[config.mk]
export PLATFORM = sky130hd
export DESIGN_NAME = reset_sequencer
export DESIGN_NICKNAME = d
export VERILOG_FILES = /design/src/rtl/reset_sequencer.sv
export SDC_FILE = /design/constraint.sdc
export NUM_CORES = 1
export LEC_CHECK = 0
export CAP_MARGIN = 20
export CORE_MARGIN = 2
export CORE_UTILIZATION = 30
export DETAILED_ROUTE_END_ITERATION = 8
export SLEW_MARGIN = 20
export SYNTH_ARGS = -nofsm -noshare
export SYNTH_HDL_FRONTEND = slang
export SYNTH_SLANG_ARGS = --single-unit
[constraint.sdc]
create_clock -name clk -period 2 [get_ports clk]
set_input_delay 0.2 -clock clk [delete_from_list [all_inputs] [get_ports clk]]
set_output_delay 0.2 -clock clk [all_outputs]
set_load 0.01 [all_outputs]
[src/rtl/reset_sequencer.sv]
// rtl/reset_sequencer.sv - staggered power-on / soft reset sequencer
//
// Purpose: turns the global power-on reset into NUM_STAGES registered,
// staggered stage resets. Stages release in ascending order, STAGE_DELAY
// cycles apart, after HOLD_MIN cycles of all-asserted hold. A soft request
// accepted in RUN re-asserts the stages in descending order, one per cycle,
// then replays the hold/release sequence.
//
// Ports:
//   clk          system clock
//   reset        asynchronous active-high reset from the power-on generator
//   soft_req     synchronous soft-reset request, honoured only in RUN
//   stage_rst    active-high reset per downstream subsystem (bit k -> k)
//   all_released high in RUN, when every stage reset is low
//   busy         high whenever the sequencer is not in RUN
//   soft_ack     one-cycle pulse on the edge a soft_req is accepted
module reset_sequencer #(
  parameter int NUM_STAGES  = 4,
  parameter int STAGE_DELAY = 16,
  parameter int HOLD_MIN    = 4,
  parameter int CNT_W       = 8
) (
  input  logic                  clk,
  input  logic                  reset,
  input  logic                  soft_req,
  output logic [NUM_STAGES-1:0] stage_rst,
  output logic                  all_released,
  output logic                  busy,
  output logic                  soft_ack
);

  localparam int IDX_W   = (NUM_STAGES > 1) ? $clog2(NUM_STAGES) : 1;
  localparam int MAX_DLY = (STAGE_DELAY > HOLD_MIN) ? STAGE_DELAY : HOLD_MIN;

  localparam logic [CNT_W-1:0] HOLD_LAST  = CNT_W'(HOLD_MIN - 1);
  localparam logic [CNT_W-1:0] STAGE_LAST = CNT_W'(STAGE_DELAY - 1);
  localparam logic [IDX_W-1:0] IDX_TOP    = IDX_W'(NUM_STAGES - 1);

  if (NUM_STAGES < 1 || STAGE_DELAY < 1 || HOLD_MIN < 1) begin : g_bad_param
    $error("reset_sequencer: NUM_STAGES, STAGE_DELAY and HOLD_MIN must be >= 1");
  end
  if ((MAX_DLY - 1) >= (1 << CNT_W)) begin : g_bad_cnt_w
    $error("reset_sequencer: CNT_W too narrow for max(STAGE_DELAY, HOLD_MIN)");
  end

  typedef enum logic [1:0] {
    ST_HOLD    = 2'd0,
    ST_RELEASE = 2'd1,
    ST_RUN     = 2'd2,
    ST_ASSERT  = 2'd3
  } state_e;

  state_e                state_q, state_d;
  logic [CNT_W-1:0]      cnt_q, cnt_d;
  logic [IDX_W-1:0]      idx_q, idx_d;
  logic [NUM_STAGES-1:0] stage_q, stage_d;
  logic                  all_rel_q, all_rel_d;
  logic                  busy_q, busy_d;
  logic                  ack_q, ack_d;

  always_ff @(posedge clk or posedge reset) begin
    if (reset) begin
      state_q   <= ST_HOLD;
      cnt_q     <= '0;
      idx_q     <= '0;
      stage_q   <= '1;
      all_rel_q <= 1'b0;
      busy_q    <= 1'b1;
      ack_q     <= 1'b0;
    end else begin
      state_q   <= state_d;
      cnt_q     <= cnt_d;
      idx_q     <= idx_d;
      stage_q   <= stage_d;
      all_rel_q <= all_rel_d;
      busy_q    <= busy_d;
      ack_q     <= ack_d;
    end
  end

  always_comb begin
    state_d = state_q;
    cnt_d   = cnt_q;
    idx_d   = idx_q;
    stage_d = stage_q;
    ack_d   = 1'b0;

    case (state_q)
      ST_HOLD: begin
        if (cnt_q == HOLD_LAST) begin
          state_d = ST_RELEASE;
          cnt_d   = '0;
          idx_d   = '0;
        end else begin
          cnt_d = cnt_q + 1'b1;
        end
      end

      ST_RELEASE: begin
        if (cnt_q == STAGE_LAST) begin
          stage_d[idx_q] = 1'b0;
          cnt_d          = '0;
          if (idx_q == IDX_TOP) begin
            state_d = ST_RUN;
            idx_d   = '0;
          end else begin
            idx_d = idx_q + 1'b1;
          end
        end else begin
          cnt_d = cnt_q + 1'b1;
        end
      end

      ST_RUN: begin
        if (soft_req) begin
          ack_d                 = 1'b1;
          stage_d[NUM_STAGES-1] = 1'b1;
          cnt_d                 = '0;
          // With one stage the top stage is also stage 0, so the
          // descending re-assert pass is already complete.
          if (NUM_STAGES == 1) begin
            state_d = ST_HOLD;
            idx_d   = '0;
          end else begin
            state_d = ST_ASSERT;
            idx_d   = IDX_TOP - 1'b1;
          end
        end
      end

      ST_ASSERT: begin
        stage_d[idx_q] = 1'b1;
        if (idx_q == '0) begin
          state_d = ST_HOLD;
          cnt_d   = '0;
        end else begin
          idx_d = idx_q - 1'b1;
        end
      end

      default: begin
        state_d = ST_HOLD;
        cnt_d   = '0;
        idx_d   = '0;
        stage_d = '1;
      end
    endcase

    // Status flags are registered from the next state so they change on
    // the same edge as the state they describe.
    all_rel_d = (state_d == ST_RUN);
    busy_d    = (state_d != ST_RUN);
  end

  assign stage_rst    = stage_q;
  assign all_released = all_rel_q;
  assign busy         = busy_q;
  assign soft_ack     = ack_q;

endmodule

# After elaboration in Yosys (flattened, before gate mapping)
# Index checks and enable logic that the tools add are counted.
# totals
word_cells	63
ff_bits	19
inputBits	3
latch_bits	0
memories	0
mem_bits_rw	0
mem_bits_ro	0
out_inout_bits	7
# classes
n_reduce_logical	9
add_sub_neg	3
shifts	0
bitwise	3
multipliers	0
mux	25
magnitude_cmp	2
n_div	0
n_eq_ne	13
# op_table
operator	n
8-bit two-way mux	4
8-bit one-hot mux with 4 select lines	1
2-bit two-way mux	10
2-bit one-hot mux with 4 select lines	2
2-bit != test (second input constant)	6
8-bit by 1-bit adder with 8-bit output (second input constant)	1
2-bit equality test (second input constant)	4
8-bit by 2-bit equality test with 1-bit output (second input constant)	1
8-bit by 4-bit equality test with 1-bit output (second input constant)	1
3-bit one-hot mux with 2 select lines	1
4-bit AND	1
2-bit zero test	2
1-bit two-way mux	4
4-bit two-way mux	1
4-bit NOT	1
4-bit OR	1
2-bit AND reduction	2
4-bit AND reduction	1
2-bit by 3-bit less-than comparator with 1-bit output (second input constant)	1
1-bit one-hot mux with 3 select lines	1
3-bit AND reduction	1
3-bit nonzero test	1
2-bit by 1-bit adder with 2-bit output (second input constant)	1
1-bit demux with 2-bit select	1
5 further kinds	5

# Longest topological paths before layout
# Gate-level depths: netlist of run 1.
# logic_depth
ltp_word	8
depth_mapped	6

# Worst setup path before layout of run 1
# No wires, ideal clock.
# synth_timing
kind	register -> register
start	register cnt_q[0]
end	register idx_q[0]
arrival_time_ns	1.362
setup_time_ns	0.079
path_stages_with_launch	6
period_less_slack_ns	1.442
path_slack_ns	0.558
cell_sequence	dfrtp_1 -> ha_1 -> nor3b_2 -> o211ai_2 -> o21ai_2 -> mux2i_1
# synth_between
elab_chain_len	3
elab_cells_between_ends	5
cone_classes	4 x eq/ne; 1 x reduce/logical
# synth_lines
element	line	rtl
from (decl)	54	logic [CNT_W-1:0] cnt_q, cnt_d;
from (signal assigned)	72	cnt_q <= cnt_d;
8-bit by 4-bit equality test with 1-bit output or 8-bit by 2-bit equality test with 1-bit output (tied branches)	100, 90	
2-bit != test (no line)	n/a	
4-bit AND reduction (no line) *	n/a	
to (signal assigned)	73	idx_q <= idx_d;
to (decl)	55	logic [IDX_W-1:0] idx_q, idx_d;
# Mark *: on every way between the ends. The rest lies on a longest branch, timed or not.
# A chain may end at the register's enable or synchronous reset.

# Worst setup path in the final report of run 1
# layout_timing
start	register state_q[0]
end	register cnt_q[7]
# layout_between
elab_chain_len	3
elab_cells_between_ends	8
cone_classes	5 x eq/ne; 1 x mux; 2 x reduce/logical
# layout_lines
element	line	rtl
from (decl)	53	state_e state_q, state_d;
from (signal assigned)	71	state_q <= state_d;
2-bit equality test	88	case (state_q)
2-bit != test (no line)	n/a	
2-bit AND reduction (no line)	n/a	
# Parallel ways exist; a longest one is shown, timed or not.

==> results of run 1 <==
## path summary, 6_finish.rpt
path                       slack, ns      endpoint    startpoint
setup reg to reg                0.35      cnt_q[7]    state_q[0]
setup / recovery                0.35      cnt_q[7]    state_q[0]
max in group asynchronous       1.23    state_q[0]         reset
min in group clk                0.49  stage_rst[3]  stage_rst[3]
hold / removal                  0.31      soft_ack         reset
hold reg to reg                 0.49  stage_rst[3]  stage_rst[3]
## routing by layer
metal,part of all wire,vias up,track usage
met1,0.50,373,0.147
met2,0.48,12,0.184
met5,0,-,0
met4,0.0099,0,0.0489
met3,0.015,3,0.0161
li1,-,397,-
## cell type report
class	instances	area share
clock buffer	4	0.0216
multi-input combinational	77	0.429
timing repair buffer	10	0.0803
sequential	19	0.396
tap	46	0.0474
inverter	8	0.0247
## cells in the final DEF, fill, tap and decap left out, drive strengths merged, types with 2 or more instances in the layout
cell | netlist | final
a211oi | 2 | 2
a21o | 2 | 2
a21oi | 6 | 6
a31oi | 4 | 4
and2 | 2 | 2
clkbuf | 0 | 4
clkdlybuf4s50 | 0 | 9
dfrtp | 14 | 14
dfstp | 5 | 5
ha | 5 | 5
inv | 7 | 7
mux2i | 2 | 2
nand2 | 14 | 14
nand2b | 2 | 2
nand3 | 2 | 2
nor2 | 4 | 4
nor3 | 3 | 3
o21ai | 11 | 11
or2 | 2 | 2
xnor2 | 4 | 4
## Yosys cell counts
library cell | number | share of area
nand3_1 | 2 | 0.0094
o21a_1 | 1 | 0.0070
a211oi_1 | 2 | 0.014
ha_1 | 5 | 0.058
nand2_1 | 14 | 0.049
dfstp_2 | 5 | 0.12
a32o_1 | 1 | 0.0094
and2_1 | 2 | 0.012
a21oi_2 | 1 | 0.0082
clkinv_1 | 1 | 0.0035
xor2_1 | 1 | 0.0082
o21ai_0 | 10 | 0.047
nor3b_2 | 1 | 0.012
nor2_1 | 4 | 0.014
buf_6 | 1 | 0.011
nand4_1 | 1 | 0.0059
dfrtp_1 | 14 | 0.33
or3_1 | 1 | 0.0059
mux2i_1 | 2 | 0.019
nor3_1 | 3 | 0.014
o41ai_1 | 1 | 0.0082
buf_2 | 2 | 0.0094
inv_1 | 7 | 0.025
xnor2_1 | 4 | 0.033
buf_4 | 2 | 0.014
a2111oi_4 | 1 | 0.026
nand2b_1 | 2 | 0.012
nand4b_1 | 1 | 0.0082
a21o_1 | 2 | 0.014
or2_2 | 1 | 0.0059
a31oi_1 | 4 | 0.023
a21boi_2 | 1 | 0.011
o21ai_2 | 1 | 0.0082
and3_1 | 1 | 0.0059
o211ai_2 | 1 | 0.012
or2_0 | 1 | 0.0059
a21oi_1 | 5 | 0.023
## worst max-delay path: stages, from the launching register on
cell and delay (ns):
dfrtp_1 0.57, nand2b_1 0.39, a2111oi_4 0.37, xnor2_1 0.17
a21oi_2 0.04
## where the power goes
group / total [mW] / leakage, nW / switching, mW / internal, mW
logic: 0.580 / 0.232 / 0.310 / 0.269
clock network: 0.201 / 0.0150 / 0.124 / 0.0778
registers: 0.665 / 0.235 / 0.147 / 0.518
total: 1.45 / 0.483 / 0.581 / 0.865
## cell families (layout without fill, tap and decap cells)
family / after synthesis / in the layout / synth area share
AO/OA/AOI/OAI: 31 / 31 / 0.211
XOR/XNOR: 5 / 5 / 0.0409
adder cells (fa/ha/maj): 5 / 5 / 0.0585
buffers and inverters: 13 / 22 / 0.0620
flip-flops: 19 / 19 / 0.450
multiplexers: 2 / 2 / 0.0187
AND/OR/NAND/NOR: 34 / 34 / 0.159
## metrics by stage
stage,power (mW),cells,util
2_1_floorplan,1.11,109,-
3_3_place_gp,1.24,160,0.351
3_5_place_dp,1.26,160,0.351
4_1_cts,1.46,164,0.358
5_1_grt,1.58,164,0.358
6_report,1.45,164,0.358
==> results.md, run 1 <==
- Initial Util: 0.316
- Core ar.: ~3400 sq um
- Clock Sinks: 19
- I/O Pins: 10
- Final setup violation count: 0
- Cell area after placement: between 1000 and 1500 sq um
- Post-DR wirelength/cell: ~12 um
- Number of global-route vias before repair: 794
- Worst Hold Class: in -> async
- First-pass GRT wire length: 3630 um
- LEAKAGE: approximately 0.48 nW
- Post-DP HPWL: about 1500 um
- Share of layout cells above drive strength 1: 0.136
- Cts repair resizes: 0
- ANT nets after route: 0
- DIE AREA: a little over 4000 sq um
- Crit start category: flop
- Fin. Hold Viols: 0
- Cts bufs inserted: 3
- Rows: 21
- H-tree lvl count: 1
- Slew Viols, Final: 0
- Gr ovfl total: 0
- Ys Warns: 0
- RSZ-0062 raised after global routing: false
- Synthesized Nets: between 100 and 150
- Total Wirelength: approximately 2000 um
- Period Utilization, post-route: 0.826
- Final Wtd Congestion: around 0.93
- Hold Buf Count CTS: 0
- Pwr Density: ~1200 nW/um^2
- Number of antenna violations at the first check in global routing: 0
- Synthesized area: between 1000 and 1500 sq um
- Yosys reg bits: 19
- Slew headroom: 0.517
- Maximum VDD drop: ~0.33 mV
- MaxCap Viol Count: 0
- Run status: complete, no violations
- Iter 0 DRT Violations: 44
- Antenna cells: 0
- Fin Hold WS: about 0.31 ns
- Residual DRC count: 0
- Largest net degree at the start of global routing: 20
- FILL cells: 336
- CP endpoint kind: flop
- Clock latency at the later pin of the worst-skew pair: roughly 0.30 ns
- CTS max path bufs: 2
- Layout net count: roughly 130
- Worst Path Max Fanout: 15
- Worst-path clk slew: 0.11 ns
- TNS Setup: 0 ns
- CP Data Arrival Time: approximately 1.9 ns
- Final min period: 1.65 ns
- Reg area: 482 sq um
- R2R depth: 4
- Seq/Total Area, Yosys: 0.450
- Slew @ Worst Pin: just over 0.7 ns
- Post-route setup slack: roughly 0.35 ns
- Synthesized instance count: 109
- CTS tree: done
- Number of library cell types mapped by synthesis: 37
- DR vias/cell: between 4 and 5
- Port bufs: 9
- Final Skew: 0.00344 ns
- Mean Syn Cell Area: just under 10 sq um
- Area Growth Syn to Fin: 13.6%
- Routed via count: just under 800
- Req. time, crit path: 2.20 ns
- Die Span Y: approximately 64 um
- Crit Path Class: reg -> reg
- Final Cell Area: between 1000 and 1500 sq um
- GRT Util Overall: 0.112
- Die width: approximately 64 um
- Fmax achieved: approximately 600 MHz
- Multi-input logic area: about 520 sq um
- Worst slack at placement: between 0.3 and 0.4 ns
- Post-CTS Setup Repair Bufs: 0
- First-pass detailed-route iteration total: 4
- CTS root buffer: clkbuf_4
Power figures use the tool's default switching activity.
==> run 2: changes to the inputs <==
clock period = 1.6 ns   (was 2 ns; I/O delays follow)
==> results.md, run 2 (same netlist as run 1, synthesis figures left out) <==
- CTS tree: done (unchanged)
- Hold Buf Count CTS: 0 (unchanged)
- Final Wtd Congestion: 0.804 (was 0.935)
- CP Cell Sequence: clkdlybuf4s50_1 (was nand2b_1, a2111oi_4, xnor2_1, a21oi_2)
- Worst Setup SP: stage_rst[3] (was state_q[0])
- Worst reg2reg startpoint: cnt_q[1] (was state_q[0])
- CP top delay family: flip-flops (unchanged)
- Antenna cells: 0 (unchanged)
- First-pass detailed-route iteration total: 4 (unchanged)
- Clock latency at the later pin of the worst-skew pair: 0.30 ns (about the same)
- DR vias/cell: 4.80 (was 4.79)
- Final Cell Area: 1330 sq um (was 1210 sq um)
- Setup crit end: stage_rst[3] (was cnt_q[7])
- CTS max path bufs: 2 (unchanged)
- GRT Util Overall: 0.117 (was 0.112)
- Final min period: between 1.5 and 2 ns
- Fin. Hold Viols: 0 (unchanged)
- Layout net count: 138 (was 127)
- Routed via count: 840 (was 785)
- Dpl cells: 168 (was 160)
- Worst Hold Class: in -> async (unchanged)
- Core ar.: 3390 sq um (unchanged)
- CP peak stage delay: 0.56 ns (was 0.57 ns)
- CTS root buffer: clkbuf_4 (unchanged)
- CP Data Arrival Time: 1.38 ns (was 1.85 ns)
- Die Span Y: 63.7 um (unchanged)
- Crit Path Class: reg -> out (was reg -> reg)
- Slew Viols, Final: 0 (unchanged)
- Slowest cell on the critical path: dfstp_2 (was dfrtp_1)
- Residual DRC count: 0 (unchanged)
- Period Utilization, post-route: 0.965
- Worst Path Max Fanout: 3 (was 15)
- Final setup violation count: 0 (unchanged)
- ANT nets after route: 0 (unchanged)
- Req. time, crit path: 1.44 ns (was 2.20 ns)
- Pwr Density: 1540 nW/um^2 (was 1190 nW/um^2)
- Core Util, Final: 0.393 (was 0.358)
- RSZ-0062 raised after global routing: true (was false)
- Commonest non-fill, non-tap cell in the layout: nand2_1
- Port bufs: 9 (unchanged)
- First-pass GRT wire length: 3680 um (was 3630 um)
- Maximum VDD drop: 0.392 mV (was 0.332 mV)
- Reg-to-reg endpoint: state_q[1] (was cnt_q[7])
- Multi-input logic area: 556 sq um (was 522 sq um)
- Gr ovfl total: 0 (unchanged)
- Fin Hold WS: 0.173 ns (was 0.308 ns)
- I/O Pins: 10 (unchanged)
- MaxCap Viol Count: 0 (unchanged)
- Area Growth Syn to Fin: 24.6% (was 13.6%)
- Fin cells: 175 (was 164)
- H-tree lvl count: 1 (unchanged)
- Total Wirelength: 2140 um (was 2020 um)
- Number of antenna violations at the first check in global routing: 0 (unchanged)
- Worst-path clk slew: 0.11 ns (about the same)
- DIE AREA: 4060 sq um (unchanged)
- Final Skew: 0.000964 ns (was 0.00344 ns)
- Crit path depth: 1 (was 4)
- Iter 0 DRT Violations: 30 (was 44)
- Fmax achieved: 647 MHz
- CP endpoint kind: output port (was flop)
- R2R depth: 6 (was 4)
- Die width: 63.7 um (unchanged)
- Run status: complete, no violations (unchanged)
- Largest net degree at the start of global routing: 20 (unchanged)
- Slew headroom: 0.800 (was 0.517)
- Post-DP HPWL: 1530 um (was 1490 um)
- FILL cells: 313 (was 336)
- Commonest non-fill, non-tap cells in the layout: 14 x nand2_1, 13 x dfrtp_1, 12 x buf_4 (was 14 x nand2_1, 14 x dfrtp_1, 10 x o21ai_0)
- Internal reg-to-reg setup slack: 0.12 ns (was 0.35 ns)
- Slew @ Worst Pin: 0.299 ns (was 0.723 ns)
- Crit start category: flop (unchanged)
- Number of global-route vias before repair: 846 (was 794)
- LEAKAGE: 0.533 nW (was 0.483 nW)
- Rows: 21 (unchanged)
- Reg area: 483 sq um (was 482 sq um)
- Post-DR wirelength/cell: 12.2 um (was 12.3 um)
- Share of layout cells above drive strength 1: 0.256 (was 0.136)
- TNS Setup: 0 ns (unchanged)
- Clock Sinks: 19 (unchanged)
- Initial Util: 0.316 (unchanged)
- Cts bufs inserted: 3 (unchanged)
- Buffer and inverter count on the worst path: 1 (was 0)
- Cell area after placement: 1250 sq um (was 1190 sq um)
run 2: per-layer routing:
| layer | global-route usage | part of all wire |
|---|---|---|
| met1 | 0.130 | 0.47 |
| met2 | 0.196 | 0.47 |
| met4 | 0.0842 | 0.025 |
| met5 | 0 | 0 |
| met3 | 0.0250 | 0.035 |
run 2: how the worst min path moves through the flow:
stage,startpoint,endpoint,slack [ns],cells after the start
2_1_floorplan,reset,all_released,0.11,1
3_3_place_gp,stage_rst[3],stage_rst[3],0.47,2
3_5_place_dp,stage_rst[3],stage_rst[3],0.48,2
4_1_cts,reset,state_q[0],0.18,3
5_1_grt,reset,idx_q[1],0.21,3
6_report,reset,idx_q[0],0.17,3
run 2: area by class of cell:
type,instances,share of cell area
Sequential cell,19,0.362
Multi-Input combinational cell,77,0.417
Clock buffer,4,0.0197
Tap cell,46,0.0432
Timing Repair Buffer,21,0.135
Inverter,8,0.0225
run 2: stage by stage:
step | power, mW | worst slack, ns
after floorplan | 1.39 | 0.158
after global placement | 1.65 | 0.0727
after detailed placement | 1.68 | 0.00515
after CTS | 1.95 | 0.0457
after global routing | 2.22 | -0.00955
final | 2.05 | 0.0552
run 2: report_power, final:
part | internal, mW | switching (mW)
sequential | 0.651 | 0.166
clock | 0.0972 | 0.149
combinational | 0.515 | 0.475
run 2: repair_timing:
item | in CTS | in global routing
buffers inserted | 0 | 3
resized for setup | 2 | 7
setup endpoints to repair | 1 | 11
pin swaps | 0 | 3
